===== src/rtl/datamem_port_arbiter_if.sv =====
// ---------------------------------------------------------------------------
// datamem_port_arbiter_if
// Bus bundle between the two data-memory requesters, the port arbiter and the
// byte-wide single-port data memory.
//   rN_valid/write/size/addr/wdata : request from requester N (held to ready)
//   rN_ready/done/rdata            : acceptance, completion pulse, load data
//   mem_en/we/addr/wdata           : one byte-wide memory cycle
//   mem_rdata                      : read byte, valid the cycle after a read
// Modports: slave = the arbiter, master = requesters plus memory.
// ---------------------------------------------------------------------------
interface datamem_port_arbiter_if #(
    parameter int AW = 10
);
    logic          r0_valid;
    logic          r0_write;
    logic [1:0]    r0_size;
    logic [AW-1:0] r0_addr;
    logic [31:0]   r0_wdata;
    logic          r0_ready;
    logic          r0_done;
    logic [31:0]   r0_rdata;

    logic          r1_valid;
    logic          r1_write;
    logic [1:0]    r1_size;
    logic [AW-1:0] r1_addr;
    logic [31:0]   r1_wdata;
    logic          r1_ready;
    logic          r1_done;
    logic [31:0]   r1_rdata;

    logic          mem_en;
    logic          mem_we;
    logic [AW-1:0] mem_addr;
    logic [7:0]    mem_wdata;
    logic [7:0]    mem_rdata;

    modport slave (
        input  r0_valid, r0_write, r0_size, r0_addr, r0_wdata,
        output r0_ready, r0_done, r0_rdata,
        input  r1_valid, r1_write, r1_size, r1_addr, r1_wdata,
        output r1_ready, r1_done, r1_rdata,
        output mem_en, mem_we, mem_addr, mem_wdata,
        input  mem_rdata
    );

    modport master (
        output r0_valid, r0_write, r0_size, r0_addr, r0_wdata,
        input  r0_ready, r0_done, r0_rdata,
        output r1_valid, r1_write, r1_size, r1_addr, r1_wdata,
        input  r1_ready, r1_done, r1_rdata,
        input  mem_en, mem_we, mem_addr, mem_wdata,
        output mem_rdata
    );
endinterface


===== src/rtl/datamem_port_arbiter.sv =====
// ---------------------------------------------------------------------------
// datamem_port_arbiter
// Shares the byte-wide single-port data memory between requester 0 (core
// load/store path) and requester 1 (debug/loader port). A granted access of
// 1, 2 or 4 bytes is issued as consecutive little-endian byte cycles; load
// data is assembled and returned with a one-cycle done pulse.
// Ports:
//   clk   : clock, rising edge
//   reset : asynchronous active-low reset
//   bus   : datamem_port_arbiter_if.slave (requester and memory signals)
// Parameters:
//   AW         : byte-address width of the data memory
//   FIXED_PRIO : 0 = round-robin, 1 = requester 0 always wins
// ---------------------------------------------------------------------------
module datamem_port_arbiter #(
    parameter int AW         = 10,
    parameter bit FIXED_PRIO = 1'b0
) (
    input  logic                  clk,
    input  logic                  reset,
    datamem_port_arbiter_if.slave bus
);

    typedef enum logic [1:0] {
        ST_IDLE = 2'd0,
        ST_BUSY = 2'd1,
        ST_DONE = 2'd2
    } state_t;

    // Index of the final byte for a size code; code 3 behaves as a word.
    function automatic logic [1:0] size_to_last_idx(input logic [1:0] size);
        logic [1:0] last;
        case (size)
            2'd0:    last = 2'd0;
            2'd1:    last = 2'd1;
            default: last = 2'd3;
        endcase
        return last;
    endfunction

    function automatic logic [7:0] get_byte(input logic [31:0] word, input logic [1:0] idx);
        logic [7:0] b;
        case (idx)
            2'd0:    b = word[7:0];
            2'd1:    b = word[15:8];
            2'd2:    b = word[23:16];
            default: b = word[31:24];
        endcase
        return b;
    endfunction

    function automatic logic [31:0] put_byte(input logic [31:0] word, input logic [1:0] idx,
                                             input logic [7:0] b);
        logic [31:0] w;
        w = word;
        case (idx)
            2'd0:    w[7:0]   = b;
            2'd1:    w[15:8]  = b;
            2'd2:    w[23:16] = b;
            default: w[31:24] = b;
        endcase
        return w;
    endfunction

    state_t        state_q;
    logic          last_gnt_q;   // 1 = requester 1 was granted most recently
    logic          winner_q;     // requester owning the current access
    logic          write_q;
    logic [1:0]    last_idx_q;
    logic [1:0]    idx_q;        // byte issued to memory in the current BUSY cycle
    logic [AW-1:0] base_q;
    logic [31:0]   wdata_q;
    logic [31:0]   buf_q;        // load bytes assembled so far
    logic [31:0]   r0_rdata_q;
    logic [31:0]   r1_rdata_q;
    logic          done_q;
    logic          mem_en_q;
    logic          mem_we_q;
    logic [AW-1:0] mem_addr_q;
    logic [7:0]    mem_wdata_q;

    logic          gnt0_s;
    logic          gnt1_s;
    logic          req_write_s;
    logic [1:0]    req_size_s;
    logic [AW-1:0] req_addr_s;
    logic [31:0]   req_wdata_s;
    logic [31:0]   rd_asm_s;
    logic [1:0]    idx_d;
    logic [AW-1:0] mem_addr_d;

    // Grant decision; only evaluated while IDLE, the loser simply sees no ready.
    always_comb begin
        gnt0_s = 1'b0;
        gnt1_s = 1'b0;
        if (state_q == ST_IDLE) begin
            if (bus.r0_valid && (FIXED_PRIO || !bus.r1_valid || last_gnt_q)) begin
                gnt0_s = 1'b1;
            end else if (bus.r1_valid) begin
                gnt1_s = 1'b1;
            end else begin
                gnt0_s = 1'b0;
                gnt1_s = 1'b0;
            end
        end else begin
            gnt0_s = 1'b0;
            gnt1_s = 1'b0;
        end
    end

    // Request fields of the winning requester.
    always_comb begin
        req_write_s = bus.r0_write;
        req_size_s  = bus.r0_size;
        req_addr_s  = bus.r0_addr;
        req_wdata_s = bus.r0_wdata;
        if (gnt1_s) begin
            req_write_s = bus.r1_write;
            req_size_s  = bus.r1_size;
            req_addr_s  = bus.r1_addr;
            req_wdata_s = bus.r1_wdata;
        end else begin
            req_write_s = bus.r0_write;
            req_size_s  = bus.r0_size;
            req_addr_s  = bus.r0_addr;
            req_wdata_s = bus.r0_wdata;
        end
    end

    // Next byte index/address and the load word including the final byte.
    always_comb begin
        idx_d      = idx_q + 2'd1;
        mem_addr_d = base_q + AW'(idx_d);
        rd_asm_s   = put_byte(buf_q, last_idx_q, bus.mem_rdata);
    end

    // Access sequencer FSM with registered memory strobes and done pulse.
    always_ff @(posedge clk or negedge reset) begin
        if (!reset) begin
            state_q     <= ST_IDLE;
            last_gnt_q  <= 1'b1;
            winner_q    <= 1'b0;
            write_q     <= 1'b0;
            last_idx_q  <= 2'd0;
            idx_q       <= 2'd0;
            base_q      <= '0;
            wdata_q     <= 32'd0;
            buf_q       <= 32'd0;
            r0_rdata_q  <= 32'd0;
            r1_rdata_q  <= 32'd0;
            done_q      <= 1'b0;
            mem_en_q    <= 1'b0;
            mem_we_q    <= 1'b0;
            mem_addr_q  <= '0;
            mem_wdata_q <= 8'd0;
        end else begin
            case (state_q)
                ST_IDLE: begin
                    done_q <= 1'b0;
                    if (gnt0_s || gnt1_s) begin
                        winner_q    <= gnt1_s;
                        last_gnt_q  <= gnt1_s;
                        write_q     <= req_write_s;
                        last_idx_q  <= size_to_last_idx(req_size_s);
                        idx_q       <= 2'd0;
                        base_q      <= req_addr_s;
                        wdata_q     <= req_wdata_s;
                        buf_q       <= 32'd0;
                        // First byte is presented on the very first BUSY cycle.
                        mem_en_q    <= 1'b1;
                        mem_we_q    <= req_write_s;
                        mem_addr_q  <= req_addr_s;
                        mem_wdata_q <= req_wdata_s[7:0];
                        state_q     <= ST_BUSY;
                    end else begin
                        mem_en_q    <= 1'b0;
                        mem_we_q    <= 1'b0;
                        mem_addr_q  <= '0;
                        mem_wdata_q <= 8'd0;
                        state_q     <= ST_IDLE;
                    end
                end
                ST_BUSY: begin
                    // Read byte from the previous cycle's issue lands now.
                    if (!write_q && (idx_q != 2'd0)) begin
                        buf_q <= put_byte(buf_q, idx_q - 2'd1, bus.mem_rdata);
                    end else begin
                        buf_q <= buf_q;
                    end
                    if (idx_q == last_idx_q) begin
                        done_q      <= 1'b1;
                        mem_en_q    <= 1'b0;
                        mem_we_q    <= 1'b0;
                        mem_addr_q  <= '0;
                        mem_wdata_q <= 8'd0;
                        state_q     <= ST_DONE;
                    end else begin
                        idx_q       <= idx_d;
                        mem_addr_q  <= mem_addr_d;
                        mem_wdata_q <= get_byte(wdata_q, idx_d);
                        state_q     <= ST_BUSY;
                    end
                end
                ST_DONE: begin
                    done_q <= 1'b0;
                    if (!write_q) begin
                        if (winner_q) begin
                            r1_rdata_q <= rd_asm_s;
                        end else begin
                            r0_rdata_q <= rd_asm_s;
                        end
                    end else begin
                        r0_rdata_q <= r0_rdata_q;
                    end
                    state_q <= ST_IDLE;
                end
                default: begin
                    done_q   <= 1'b0;
                    mem_en_q <= 1'b0;
                    mem_we_q <= 1'b0;
                    state_q  <= ST_IDLE;
                end
            endcase
        end
    end

    assign bus.r0_ready  = gnt0_s;
    assign bus.r1_ready  = gnt1_s;
    assign bus.r0_done   = done_q & ~winner_q;
    assign bus.r1_done   = done_q & winner_q;
    // The last load byte only arrives during DONE, so it is merged in directly
    // while done is high and held in the per-requester register afterwards.
    assign bus.r0_rdata  = (done_q && !write_q && !winner_q) ? rd_asm_s : r0_rdata_q;
    assign bus.r1_rdata  = (done_q && !write_q && winner_q)  ? rd_asm_s : r1_rdata_q;
    assign bus.mem_en    = mem_en_q;
    assign bus.mem_we    = mem_we_q;
    assign bus.mem_addr  = mem_addr_q;
    assign bus.mem_wdata = mem_wdata_q;

endmodule


===== src/flat_wrapper.sv =====
// flat-port wrapper written by rule: the top's interface ports become plain ports
module datamem_port_arbiter_flat 
#(
    parameter int AW         = 10,
    parameter bit FIXED_PRIO = 1'b0
)
  (clk, reset, bus_r0_valid, bus_r0_write, bus_r0_size, bus_r0_addr, bus_r0_wdata, bus_r0_ready, bus_r0_done, bus_r0_rdata, bus_r1_valid, bus_r1_write, bus_r1_size, bus_r1_addr, bus_r1_wdata, bus_r1_ready, bus_r1_done, bus_r1_rdata, bus_mem_en, bus_mem_we, bus_mem_addr, bus_mem_wdata, bus_mem_rdata);
  datamem_port_arbiter_if #(.AW(AW)) bus_i ();
  input  logic clk;
  input  logic reset;
  input wire logic [$bits(bus_i.r0_valid)-1:0] bus_r0_valid;
  input wire logic [$bits(bus_i.r0_write)-1:0] bus_r0_write;
  input wire logic [$bits(bus_i.r0_size)-1:0] bus_r0_size;
  input wire logic [$bits(bus_i.r0_addr)-1:0] bus_r0_addr;
  input wire logic [$bits(bus_i.r0_wdata)-1:0] bus_r0_wdata;
  output wire logic [$bits(bus_i.r0_ready)-1:0] bus_r0_ready;
  output wire logic [$bits(bus_i.r0_done)-1:0] bus_r0_done;
  output wire logic [$bits(bus_i.r0_rdata)-1:0] bus_r0_rdata;
  input wire logic [$bits(bus_i.r1_valid)-1:0] bus_r1_valid;
  input wire logic [$bits(bus_i.r1_write)-1:0] bus_r1_write;
  input wire logic [$bits(bus_i.r1_size)-1:0] bus_r1_size;
  input wire logic [$bits(bus_i.r1_addr)-1:0] bus_r1_addr;
  input wire logic [$bits(bus_i.r1_wdata)-1:0] bus_r1_wdata;
  output wire logic [$bits(bus_i.r1_ready)-1:0] bus_r1_ready;
  output wire logic [$bits(bus_i.r1_done)-1:0] bus_r1_done;
  output wire logic [$bits(bus_i.r1_rdata)-1:0] bus_r1_rdata;
  output wire logic [$bits(bus_i.mem_en)-1:0] bus_mem_en;
  output wire logic [$bits(bus_i.mem_we)-1:0] bus_mem_we;
  output wire logic [$bits(bus_i.mem_addr)-1:0] bus_mem_addr;
  output wire logic [$bits(bus_i.mem_wdata)-1:0] bus_mem_wdata;
  input wire logic [$bits(bus_i.mem_rdata)-1:0] bus_mem_rdata;
  assign bus_i.r0_valid = bus_r0_valid;
  assign bus_i.r0_write = bus_r0_write;
  assign bus_i.r0_size = bus_r0_size;
  assign bus_i.r0_addr = bus_r0_addr;
  assign bus_i.r0_wdata = bus_r0_wdata;
  assign bus_r0_ready = bus_i.r0_ready;
  assign bus_r0_done = bus_i.r0_done;
  assign bus_r0_rdata = bus_i.r0_rdata;
  assign bus_i.r1_valid = bus_r1_valid;
  assign bus_i.r1_write = bus_r1_write;
  assign bus_i.r1_size = bus_r1_size;
  assign bus_i.r1_addr = bus_r1_addr;
  assign bus_i.r1_wdata = bus_r1_wdata;
  assign bus_r1_ready = bus_i.r1_ready;
  assign bus_r1_done = bus_i.r1_done;
  assign bus_r1_rdata = bus_i.r1_rdata;
  assign bus_mem_en = bus_i.mem_en;
  assign bus_mem_we = bus_i.mem_we;
  assign bus_mem_addr = bus_i.mem_addr;
  assign bus_mem_wdata = bus_i.mem_wdata;
  assign bus_i.mem_rdata = bus_mem_rdata;
  datamem_port_arbiter #(.AW(AW), .FIXED_PRIO(FIXED_PRIO)) u_core (.clk(clk), .reset(reset), .bus(bus_i));
endmodule

===== config.mk =====
export PLATFORM = sky130hd
export DESIGN_NAME = datamem_port_arbiter_flat
export DESIGN_NICKNAME = d
export VERILOG_FILES = /design/src/rtl/datamem_port_arbiter_if.sv /design/src/rtl/datamem_port_arbiter.sv /design/src/flat_wrapper.sv
export SDC_FILE = /design/constraint.sdc
export NUM_CORES = 1
export LEC_CHECK = 0
export CORE_MARGIN = 2
export CORE_UTILIZATION = 54
export CTS_CLUSTER_DIAMETER = 200
export DETAILED_ROUTE_END_ITERATION = 16
export GPL_ROUTABILITY_DRIVEN = 0
export PLACE_DENSITY = 0.86
export SYNTH_ARGS = -nofsm -noshare
export SYNTH_HDL_FRONTEND = slang
export SYNTH_SLANG_ARGS = --single-unit

===== constraint.sdc =====
create_clock -name clk -period 6.1 [get_ports clk]
set_clock_uncertainty 0.15 [all_clocks]
set_input_delay 0.915 -clock clk [delete_from_list [all_inputs] [get_ports clk]]
set_output_delay 0.915 -clock clk [all_outputs]
set_load 0.005 [all_outputs]

# Yosys cells after proc, flatten, opt, wreduce, memory -nomap -nowiden
# Index checks and enable logic that the tools add are counted.
# op_classes
n_mul	0
add_sub_neg	3
shifts	0
n_reduce_logical	28
div_mod_pow	0
n_lt_le_gt_ge	0
bitwise	5
n_mux	43
eq_ne	18
# op_table
op	count
$mux 32	5
$mux 8	10
$pmux 32 s2	1
$mux 10	3
$pmux 8 s3	1
$pmux 10 s2	1
$pmux 8 s2	1
$reduce_and 4->1	4
$mux 1	12
$ne 2x2->1 const B	6
$pmux 2 s2	3
$add 10x2->10	1
$eq 2x1->1 const B	5
$logic_not 2->1	5
$reduce_and 3->1	3
$eq 2x2->1 const B	4
$mux 2	4
$pmux 1 s3	2
$reduce_or 3->1	2
$logic_and 1x1->1	5
$ne 2x1->1 const B	2
$reduce_and 2->1	2
$reduce_bool 2->1	2
$logic_not 1->1	3
6 further kinds	10
# totals
mem_bits_ro	0
memories	0
ram_bits	0
wordCells	116
latchBits	0
ff_bits	168

# Longest topological paths before layout
# depth
ltp_word	8
mapped_depth	8
mapped_depth_nobuf	8

# Least setup slack after synthesis
# Ideal clock, no wire load.
# synth_path
kind	reg-to-output
start	register u_core.winner_q
end	output bus_r0_rdata[10]
path_slack_ps	3593
path_stages_with_launch	7
arrival_time_ps	1442
path_cell_list	dfrtp_1 -> clkbuf_1 -> nor3b_1 -> clkbuf_1 -> clkbuf_1 -> nor2_1 -> a21oi_1
# synth_between
elab_chain_len	3
# synth_rtl
element	line_no	rtl
start, declared	datamem_port_arbiter.sv:67	logic winner_q;
start signal, assigned	datamem_port_arbiter.sv:161	winner_q <= gnt1_s;
$logic_not 1->1	datamem_port_arbiter.sv:233	assign bus.r0_rdata = (done_q && !write_q && !winner_q) ? rd_asm_s : r0_rdata_q;
$logic_and 1x1->1	datamem_port_arbiter.sv:233	
$mux 32	datamem_port_arbiter.sv:233	
end, declared	flat_wrapper.sv:18	output wire logic [$bits(bus_i.r0_rdata)-1:0] bus_r0_rdata;
# No other way between the ends.

# Worst setup path in the final report
# layout_path
start	input bus_r1_valid
end	output bus_r0_ready
# layout_between
elab_chain_len	5
# layout_rtl
element	line_no	rtl
start, declared	flat_wrapper.sv:19	input wire logic [$bits(bus_i.r1_valid)-1:0] bus_r1_valid;
$logic_not 1->1	datamem_port_arbiter.sv:97	if (bus.r0_valid && (FIXED_PRIO || !bus.r1_valid || last_gnt_q)) begin
$logic_or 1x1->1	datamem_port_arbiter.sv:97	
$logic_and 1x1->1	datamem_port_arbiter.sv:97	
$mux 1	datamem_port_arbiter.sv:97	
$mux 1	datamem_port_arbiter.sv:96	if (state_q == ST_IDLE) begin
end, declared	flat_wrapper.sv:16	output wire logic [$bits(bus_i.r0_ready)-1:0] bus_r0_ready;
# No other way between the ends.

==> results.toml <==
[status]
status = "complete, no violations"

[job]
cap_viol_max_count = 0

[placement]
portBuffers = 189
dp.cells = 1145
dp_hpwl_um = 13900

[synthesis]
async_reset_ff_frac = 1.00
post_synth_inst_count = 823
synth_area_mm2 = 0.00798
synth_top_area_frac = 0.524
yosysWarnings = 0
ys.flop_type = "dfrtp_1"
syn_nets = 935
synth_edf_count = 0
synth-seq-area-share = 0.527
synth_area_leaders = "dfrtp_1 (52%), nor2_1 (7.7%), a21oi_1 (6.3%), mux2i_1 (4.0%), mux2_1 (3.4%)"
synth_area_leader_cell = "dfrtp_1"
synth-seq-cells = 168
avgSynthCellArea_um2 = 9.69
ys_types = 44

[timing]
finalCritPeriodShare = 0.684
maxSlewHeadroom = 0.269
finalSetupViolations = 0
fmax_mhz = 240
fin_crit_ns = 4.17
rsz0062_at_grt = "false"
hold_viol_final = 0
worstMarginPinSlew_ns = 1.09
drv_slew = 0
fin_tns_setup_ns = 0

[setup_path]
critical_path_class = "in -> out"
crit-reg2reg-launch = "u_core.state_q[1]"
r2r_end = "u_core.buf_q[14]"
cp_cell_sequence = "clkdlybuf4s50_1 > nand2b_1 > nand3_2 > inv_2 > clkdlybuf4s50_1"
critical_path_required_ns = 5.03
r2r_setup_slack_ns = 3.41
path_max_fanout = 26
cp_slowest_stage_delay_ns = 0.59
path_common_cell = "clkdlybuf4s50_1"
endpoint_kind = "output pin"
cp-start-kind = "primary input"
cp_num_buf_inv = 3
slowest_stage = "clkdlybuf4s50_1"
crit_family = "buffers and inverters"
reg2reg_depth = 5
arrival_ns = 3.11

[pwr]
power_w = 0.00569
ir_drop_v = 0.000251
p_leak_nw = 4.71
p_per_area_mw_per_mm2 = 540

[final_layout]
drive_above_1_share = 0.0483
fin_nets = 1092
fin_util = 0.727
instances_no_fill = 1177
diodes = 0
areaGrowthSynthToFinish_pct = 32.0

[worst_hold_path]
hold_class = "in -> async"

[clock_network]
clock_latency_ns = 0.43
cts.path.max_buffers = 2
cts_htree_levels = 4
cts-root-buf = "clkbuf_16"
cts.reportedPaths.clkPinSlew_ns = 0.06
hold_buffers = 0
cts_tree = "done"
cts_resized = 0
clock-sinks = 168
cts_setup_buffers = 0
cts_buffers = 17

[floorplan]
ios = 190
core_mm2 = 0.0145
start_util = 0.551
die_area_mm2 = 0.0158
die_x_um = 126
die_h_um = 126
row_count = 44

[grt]
grt_pass1_wl_um = 33300
overflow = 0
grt_pass1_vias = 6663
track_usage = 0.267
antenna_found_initial = 0
grt_max_degree = 65

[routing]
via_count = 6708
drt-pass1-iter-count = 5
via_per_inst = 5.70
drt_iter0_markers = 551
routedWlPerCell_um = 17.3
wl_um = 20300
drtAntennaViolNets = 0
drc_errors = 0
[cell usage in the layout (no fill, tap or decap), types with 7 or more instances in the layout]
cell type and n:
o21ai_1 14, o21a_1 11, o21ai_0 22, a21o_1 19, o31a_1 10, a21oi_1 101
clkdlybuf4s50_1 188, nor2_1 163, mux2i_1 32, mux2_1 24, ha_1 9, nand2_1 48
dfrtp_1 167, nand2b_1 15, clkbuf_16 17, buf_4 7, a222oi_1 10, inv_1 9
and2_1 18, o22ai_1 27, a22o_1 18
[worst max path at each step]
stage | to | slack, ns | cells past startpoint | from
2_1_floorplan | bus_r0_rdata[10] | 3.59 | 6 | u_core.winner_q
4_1_cts | bus_r0_ready | 1.95 | 5 | bus_r1_valid
3_5_place_dp | bus_r0_ready | 1.94 | 5 | bus_r1_valid
3_3_place_gp | bus_r0_ready | 2.06 | 5 | bus_r1_valid
6_report | bus_r0_ready | 1.93 | 5 | bus_r1_valid
5_1_grt | bus_r0_ready | 1.82 | 5 | bus_r1_valid
[sequential cells by signal, summed over array words and instances (netlist names)]
signal	cells
u_core.buf_q	32
u_core.r0_rdata_q	32
u_core.r1_rdata_q	32
u_core.wdata_q	32
u_core.base_q	10
u_core.bus.mem_addr	10
u_core.bus.mem_wdata	8
u_core.idx_q	2
u_core.last_idx_q	2
u_core.state_q	2
u_core.bus.mem_en	1
u_core.bus.mem_we	1
u_core.done_q	1
u_core.last_gnt_q	1
u_core.winner_q	1
u_core.write_q	1
[power breakdown]
| group | switching (W) | leakage (nW) | internal [W] | total (W) |
|---|---|---|---|---|
| Sequential | 0.000331 | 2.00 | 0.00162 | 0.00195 |
| Clock | 0.000426 | 0.289 | 0.000655 | 0.00108 |
| Combinational | 0.00129 | 2.42 | 0.00137 | 0.00266 |
[cell usage after synthesis (3+ instances only)]
cell type and instances:
xor2_1 5, clkbuf_1 36, nor2b_1 4, o21ai_0 22
o21ai_1 14, buf_2 15, a221o_1 5, buf_1 7
o22ai_1 27, dfrtp_1 167, and2_1 18, ha_1 9
o31a_1 10, o21a_1 11, a21o_1 19, a22o_1 18
nand2b_1 15, mux2i_1 32, a21oi_1 101, mux2_1 24
nand2_1 48, nor2_1 163, nand3_1 3, xnor2_1 6
inv_1 9, a222oi_1 10
[through the flow]
stage	worst slack (ns)	instance area (um2)	hold slack, ns
after floorplan	3.59	7980	0.299
after CTS	1.95	10500	0.261
final	1.93	10500	0.259
after detailed placement	1.94	9930	0.319
after global routing	1.82	10500	0.289
after global placement	2.06	9930	0.313
[per-layer routing]
layer	GRT usage	vias up	wire length [um]	part of all wire
met5	0	-	0	0
met4	0.0941	0	439	0.022
met3	0.0492	30	1130	0.056
met2	0.446	249	10300	0.51
met1	0.351	3257	8460	0.42
li1	-	3172	-	-
[cell families (layout without fill, tap and decap cells)]
family                     count (synthesis)  in the layout  synth area share
AOI/OAI and AO/OA                        243            243             0.191
xor gates and xnor gates                  11             11            0.0121
adders and majority gates                 10             10            0.0166
buffers and inverters                     69            239            0.0348
DFF                                      168            168             0.527
muxes                                     56             56            0.0740
and+or+nand+nor                          266            266             0.144
[cell type report]
type                    instances  area (um2)
flip-flops and latches        168        4210
fillers                      1078        3950
multi-input cells             586        3510
repair buffers                196        1950
clock buffers                  25         505
well taps                     184         230
clock inverters                 7        90.1
inverters                      11        41.3
No activity file was read; power rests on OpenSTA's default activity.
